--- config.mk ---
export PLATFORM = sky130hd
export DESIGN_NAME = shift_sequencer_flat
export DESIGN_NICKNAME = d
export VERILOG_FILES = /design/src/rtl/shift_sequencer_if.sv /design/src/rtl/shift_sequencer.sv /design/src/flat_wrapper.sv
export SDC_FILE = /design/constraint.sdc
export NUM_CORES = 1
export LEC_CHECK = 0
export CORE_ASPECT_RATIO = 1.25
export CORE_MARGIN = 1.5
export CORE_UTILIZATION = 28
export CTS_CLUSTER_SIZE = 10
export DETAILED_ROUTE_END_ITERATION = 8
export PLACE_DENSITY = 0.56
export SYNTH_ARGS = -nofsm -noshare
export SYNTH_HDL_FRONTEND = slang
export SYNTH_SLANG_ARGS = --single-unit
--- constraint.sdc ---
create_clock -name clk -period 2.89 [get_ports clk]
set_input_delay 0.7225 -clock clk [delete_from_list [all_inputs] [get_ports clk]]
set_output_delay 0.7225 -clock clk [all_outputs]
set_load 0.01 [all_outputs]
--- src/rtl/shift_sequencer_if.sv ---
// Host command interface for shift_sequencer.
// master: command source (start, cmd, count, data, ser_in); observes busy, done, last_out.
// slave : sequencer side of the same handshake.
interface shift_sequencer_if #(
  parameter int unsigned WIDTH = 4,
  parameter int unsigned CNT_W = 3
);
  logic             start;
  logic [2:0]       cmd;
  logic [CNT_W-1:0] count;
  logic [WIDTH-1:0] data;
  logic             ser_in;
  logic             busy;
  logic             done;
  logic             last_out;

  modport master (
    output start, cmd, count, data, ser_in,
    input  busy, done, last_out
  );

  modport slave (
    input  start, cmd, count, data, ser_in,
    output busy, done, last_out
  );
endinterface

--- src/rtl/shift_sequencer.sv ---
// Command-driven sequencer for an external universal shift register
// (sel 00 load, 01 shift right, 10 shift left, 11 hold).
// Ports: clk, rst (async active-low); host command handshake via
// shift_sequencer_if.slave; pout = register contents in; sel/sin/pin drive
// the register.
module shift_sequencer #(
  parameter int unsigned WIDTH = 4,
  parameter int unsigned CNT_W = 3
) (
  input  logic             clk,
  input  logic             rst,
  shift_sequencer_if.slave host,
  input  logic [WIDTH-1:0] pout,
  output logic [1:0]       sel,
  output logic             sin,
  output logic [WIDTH-1:0] pin
);

  localparam logic [1:0] S_IDLE = 2'b00;
  localparam logic [1:0] S_EXEC = 2'b01;
  localparam logic [1:0] S_DONE = 2'b10;

  localparam logic [2:0] OP_LOAD = 3'b000;
  localparam logic [2:0] OP_SHR  = 3'b001;
  localparam logic [2:0] OP_SHL  = 3'b010;
  localparam logic [2:0] OP_ROR  = 3'b011;
  localparam logic [2:0] OP_ROL  = 3'b100;
  localparam logic [2:0] OP_NOP  = 3'b111;

  localparam logic [1:0] SEL_LOAD  = 2'b00;
  localparam logic [1:0] SEL_RIGHT = 2'b01;
  localparam logic [1:0] SEL_LEFT  = 2'b10;
  localparam logic [1:0] SEL_HOLD  = 2'b11;

  logic [1:0]       state, state_d;
  logic [2:0]       op, op_d;
  logic [CNT_W-1:0] rem, rem_d;
  logic [WIDTH-1:0] data_q, data_d;
  logic             last_q, last_d;

  // State and command registers
  always_ff @(posedge clk or negedge rst) begin
    if (!rst) begin
      state  <= S_IDLE;
      op     <= OP_NOP;
      rem    <= '0;
      data_q <= '0;
      last_q <= 1'b0;
    end else begin
      state  <= state_d;
      op     <= op_d;
      rem    <= rem_d;
      data_q <= data_d;
      last_q <= last_d;
    end
  end

  // Next-state: command capture, step counting, shifted-out bit capture
  always_comb begin
    state_d = state;
    op_d    = op;
    rem_d   = rem;
    data_d  = data_q;
    last_d  = last_q;
    case (state)
      S_IDLE: begin
        if (host.start) begin
          data_d = host.data;
          case (host.cmd)
            OP_LOAD: begin
              op_d    = OP_LOAD;
              rem_d   = CNT_W'(1);
              state_d = S_EXEC;
            end
            OP_SHR, OP_SHL, OP_ROR, OP_ROL: begin
              op_d    = host.cmd;
              rem_d   = host.count;
              // zero-step shifts complete without touching the register
              state_d = (host.count != '0) ? S_EXEC : S_DONE;
            end
            default: begin
              op_d    = OP_NOP;
              rem_d   = '0;
              state_d = S_DONE;
            end
          endcase
        end
      end
      S_EXEC: begin
        case (op)
          OP_SHR, OP_ROR: last_d = pout[0];
          OP_SHL, OP_ROL: last_d = pout[WIDTH-1];
          default:        last_d = last_q;
        endcase
        // rem is never taken below its final step
        if (rem > CNT_W'(1)) begin
          rem_d = rem - CNT_W'(1);
        end else begin
          rem_d   = '0;
          state_d = S_DONE;
        end
      end
      S_DONE:  state_d = S_IDLE;
      default: state_d = S_IDLE;
    endcase
  end

  // Register drive: only EXEC issues an edge; all other states hold
  always_comb begin
    sel = SEL_HOLD;
    sin = 1'b0;
    pin = '0;
    if (state == S_EXEC) begin
      pin = data_q;
      case (op)
        OP_LOAD: sel = SEL_LOAD;
        OP_SHR:  begin sel = SEL_RIGHT; sin = host.ser_in;   end
        OP_ROR:  begin sel = SEL_RIGHT; sin = pout[0];       end
        OP_SHL:  begin sel = SEL_LEFT;  sin = host.ser_in;   end
        OP_ROL:  begin sel = SEL_LEFT;  sin = pout[WIDTH-1]; end
        default: sel = SEL_HOLD;
      endcase
    end
  end

  assign host.busy     = (state != S_IDLE);
  assign host.done     = (state == S_DONE);
  assign host.last_out = last_q;

endmodule

--- src/flat_wrapper.sv ---
// flat-port wrapper written by rule: the top's interface ports become plain ports
module shift_sequencer_flat 
#(
  parameter int unsigned WIDTH = 4,
  parameter int unsigned CNT_W = 3
)
  (clk, rst, pout, sel, sin, pin, host_start, host_cmd, host_count, host_data, host_ser_in, host_busy, host_done, host_last_out);
  shift_sequencer_if #(.WIDTH(WIDTH), .CNT_W(CNT_W)) host_i ();
  input  logic clk;
  input  logic rst;
  input  logic [WIDTH-1:0] pout;
  output logic [1:0] sel;
  output logic sin;
  output logic [WIDTH-1:0] pin;
  input wire logic [$bits(host_i.start)-1:0] host_start;
  input wire logic [$bits(host_i.cmd)-1:0] host_cmd;
  input wire logic [$bits(host_i.count)-1:0] host_count;
  input wire logic [$bits(host_i.data)-1:0] host_data;
  input wire logic [$bits(host_i.ser_in)-1:0] host_ser_in;
  output wire logic [$bits(host_i.busy)-1:0] host_busy;
  output wire logic [$bits(host_i.done)-1:0] host_done;
  output wire logic [$bits(host_i.last_out)-1:0] host_last_out;
  assign host_i.start = host_start;
  assign host_i.cmd = host_cmd;
  assign host_i.count = host_count;
  assign host_i.data = host_data;
  assign host_i.ser_in = host_ser_in;
  assign host_busy = host_i.busy;
  assign host_done = host_i.done;
  assign host_last_out = host_i.last_out;
  shift_sequencer #(.WIDTH(WIDTH), .CNT_W(CNT_W)) u_core (.clk(clk), .rst(rst), .host(host_i), .pout(pout), .sel(sel), .sin(sin), .pin(pin));
endmodule
==> flow_metrics.tcl <==
set metrics [dict create \
    stdcell_count 146 \
    post_cts_hold_buffer_count 0 \
    area.growth.synth_to_final_pct 33.4 \
    critical_path.max_fanout 9 \
    chipHeight_um 65.0 \
    design.core.area_sq_um 2950 \
    ys_warn_count 0 \
    ffs_latches_synth 13 \
    max_slew.worst_pin.slew_ps 586 \
    place.gp.congestion 0.762 \
    drv_slew 0 \
    cts_root_buf "sky130_fd_sc_hd__clkbuf_4" \
    final_layout_size_suffix_gt1_share_pct 22.7 \
    dieWidth_um 52.6 \
    dpl.cell_count 142 \
    wl_um 1600 \
    postCtsSetupBuffers 0 \
    syn_inst 86 \
    antenna_violations_before_repair 0 \
    cellLeakagePower_nw 0.486 \
    dpl.hpwl_um 1250 \
    cts.sink_count 13 \
    hold_class "reg -> reg" \
    io_buffers 25 \
    final_min_period_over_clock_period_pct 89.0 \
    clock_input_transition_at_the_sequential_cells_of_the_worst_setup_and_hold_paths_ps 80 \
    maxCapViolCount 0 \
    remaining_routing_drc_violations 0 \
    htree_num_levels 1 \
    worst_ir_drop_vdd_v 0.000617 \
    groute.usage.overall_pct 10.8 \
    viasPerCell 4.62 \
    post_synth_cell_types 36 \
    floorplan.die_area_sq_um 3420 \
    pwr_density_cell_nw_per_um2 923 \
    endpoint_kind "primary output" \
    synthesis.area_per_instance_sq_um 10.0 \
    worstPathRequired_ps 2170 \
    final_antenna_net_count 0 \
    status "finished clean" \
    timing.final.setup_violations 0 \
    grt_pass1_vias 627 \
    final_common_cell "sky130_fd_sc_hd__clkdlybuf4s50_1" \
    finalWorstPathRequiredPeriod_ps 2570 \
    vias 675 \
    placementRows 22 \
    drt_pass1_iterations 4 \
    seq_area_frac_synth_pct 38.2 \
    later_pin_clock_latency_in_the_skew_report_ps 270 \
    worstPathArrival_ps 1850 \
    mostFrequentLayoutCells "sky130_fd_sc_hd__clkdlybuf4s50_1, sky130_fd_sc_hd__dfrtp_1, sky130_fd_sc_hd__a21oi_1" \
    synth.cell_area_sq_um 861 \
    grt_pass1_wl_um 2760 \
    numCtsBuffers 3 \
    rsz0062_at_grt "no" \
    grt-ovfl-total 0 \
    startpoint_type "register" \
    diodes 0 \
    synth.net_count 106 \
    n_fill_cell 299 \
    finalSetupTns_ps 0 \
    hold_viol 0 \
    slew_headroom_pct 60.8 \
    drt-wirelength-per-cell_um 10.9 \
    cts_tree "done" \
    dr.first_iter.drc_count 13 \
    fin_nets 131 \
    worst_clock_skew_ps 1.14 \
    ctsLongestPathBuffers 2 \
    floorplan.initialDensity_pct 29.2 \
    grt_max_degree 14 \
    maxClockFrequency_mhz 389 \
    setup.worst_path.class "reg -> out" \
    io-pin-count 28 \
]
==> final cells by class <==
class	count	area (sq um)	area share, %
Multi-Input combinational cell	62	469	40.8
Sequential cell	13	329	28.6
Timing Repair Buffer	26	260	22.7
Tap cell	36	45.0	3.92
Clock buffer	4	26.3	2.29
Inverter	5	18.8	1.63
==> metrics by stage <==
step                      total power [W]  hold WS, ps  utilization, %  cell area, sq um  setup WS (ps)
final                             0.00106          505            39.0              1150            317
after global placement           0.000950          481            38.0              1120           32.8
after detailed placement         0.000963          493            38.0              1120           8.54
after global routing              0.00117          549            39.0              1150            195
after floorplan                  0.000799          427               -               861            964
after CTS                         0.00108          511            38.9              1150           7.41
==> per-layer routing <==
metal  GRT usage [%]  part of all wire, %  wire (um)  vias up
li1                -                    -          -      342
met1            14.4                   45        725      315
met2            16.6                   49        782       16
met3            2.07                  4.9         79        2
met4            4.81                 0.63         10        0
met5               0                    0          0        -
==> worst max-delay path, cell delays in order (launching register included) <==
cell and delay [ps]:
sky130_fd_sc_hd__dfrtp_1 540, sky130_fd_sc_hd__nor2b_4 340, sky130_fd_sc_hd__and2_2 180, sky130_fd_sc_hd__clkdlybuf4s50_1 520
==> synth_stat cells <==
| cell type | instances | area, sq um |
|---|---|---|
| sky130_fd_sc_hd__o21ai_4 | 1 | 16.3 |
| sky130_fd_sc_hd__nand3_1 | 3 | 15.0 |
| sky130_fd_sc_hd__mux2i_1 | 4 | 40.0 |
| sky130_fd_sc_hd__nand2_1 | 3 | 11.3 |
| sky130_fd_sc_hd__clkbuf_1 | 1 | 3.75 |
| sky130_fd_sc_hd__a21o_1 | 1 | 7.51 |
| sky130_fd_sc_hd__ha_1 | 2 | 25.0 |
| sky130_fd_sc_hd__dfrtp_1 | 10 | 250 |
| sky130_fd_sc_hd__buf_4 | 1 | 7.51 |
| sky130_fd_sc_hd__xnor2_1 | 3 | 26.3 |
| sky130_fd_sc_hd__nor2_4 | 1 | 11.3 |
| sky130_fd_sc_hd__mux2_2 | 5 | 56.3 |
| sky130_fd_sc_hd__dfstp_2 | 3 | 78.8 |
| sky130_fd_sc_hd__nor3_2 | 1 | 10.0 |
| sky130_fd_sc_hd__o21ai_0 | 2 | 10.0 |
| sky130_fd_sc_hd__nand3b_1 | 1 | 7.51 |
| sky130_fd_sc_hd__or2_2 | 1 | 6.26 |
| sky130_fd_sc_hd__o21ba_2 | 1 | 10.0 |
| sky130_fd_sc_hd__inv_1 | 5 | 18.8 |
| sky130_fd_sc_hd__nor2b_4 | 1 | 13.8 |
| sky130_fd_sc_hd__and2_2 | 4 | 30.0 |
| sky130_fd_sc_hd__maj3_1 | 2 | 20.0 |
| sky130_fd_sc_hd__o41ai_2 | 1 | 16.3 |
| sky130_fd_sc_hd__a2bb2oi_1 | 1 | 8.76 |
| sky130_fd_sc_hd__buf_2 | 2 | 10.0 |
| sky130_fd_sc_hd__and2b_2 | 1 | 8.76 |
| sky130_fd_sc_hd__a31oi_1 | 2 | 12.5 |
| sky130_fd_sc_hd__nor3_1 | 2 | 10.0 |
| sky130_fd_sc_hd__nor2_1 | 6 | 22.5 |
| sky130_fd_sc_hd__a21oi_1 | 8 | 40.0 |
| sky130_fd_sc_hd__buf_6 | 2 | 22.5 |
| sky130_fd_sc_hd__nand2b_1 | 1 | 6.26 |
| sky130_fd_sc_hd__or2_1 | 1 | 6.26 |
| sky130_fd_sc_hd__or2b_1 | 1 | 7.51 |
| sky130_fd_sc_hd__nor2_2 | 1 | 6.26 |
| sky130_fd_sc_hd__o211ai_1 | 1 | 7.51 |
==> state kept, by name, summed over array words and instances, names as in the netlist <==
name                  count
u_core.data_q             4
u_core.host.last_out      1
u_core.op                 3
u_core.rem                3
u_core.state              2
==> cell families (layout without fill, tap and decap cells) <==
kind of cell,count (synthesis),count (layout),share of synthesized area (%)
xor+xnor,3,3,3.05
compound gates,18,18,15.0
fa+ha+maj,4,4,5.23
flops,13,13,38.2
buf+inv,11,35,7.27
mux,9,9,11.2
simple gates,28,28,20.1
==> what timing repair did <==
item,CTS,global route
gates resized for setup,0,1
endpoints found under the hold margin,0,0
endpoints found under the setup margin,0,1
==> where the power goes <==
| part | switching, W | leakage [nW] | internal, W | total (W) |
|---|---|---|---|---|
| Combinational | 0.000233 | 0.319 | 0.000326 | 0.000559 |
| Sequential | 0.000105 | 0.152 | 0.000285 | 0.000390 |
| Clock | 0.0000565 | 0.0150 | 0.0000534 | 0.000110 |
==> final timing paths <==
path / from / end / slack, ps / cells past startpoint
worst min register to register: u_core.data_q[2]$_DFFE_PN0P_ / u_core.data_q[2]$_DFFE_PN0P_ / 500 / 1
worst max register to register: u_core.state[0]$_DFFE_PN0P_ / u_core.data_q[0]$_DFFE_PN0P_ / 1390 / 3
max in group asynchronous: rst / u_core.host.last_out$_DFFE_PN0P_ / 1690 / 1
worst max-delay path: u_core.state[0]$_DFFE_PN0P_ / pin[3] / 320 / 3
worst min-delay path: u_core.data_q[2]$_DFFE_PN0P_ / u_core.data_q[2]$_DFFE_PN0P_ / 500 / 1
min in group asynchronous: rst / u_core.rem[0]$_DFFE_PN0P_ / 820 / 1
Note: power is estimated with default switching activity, not from simulation.
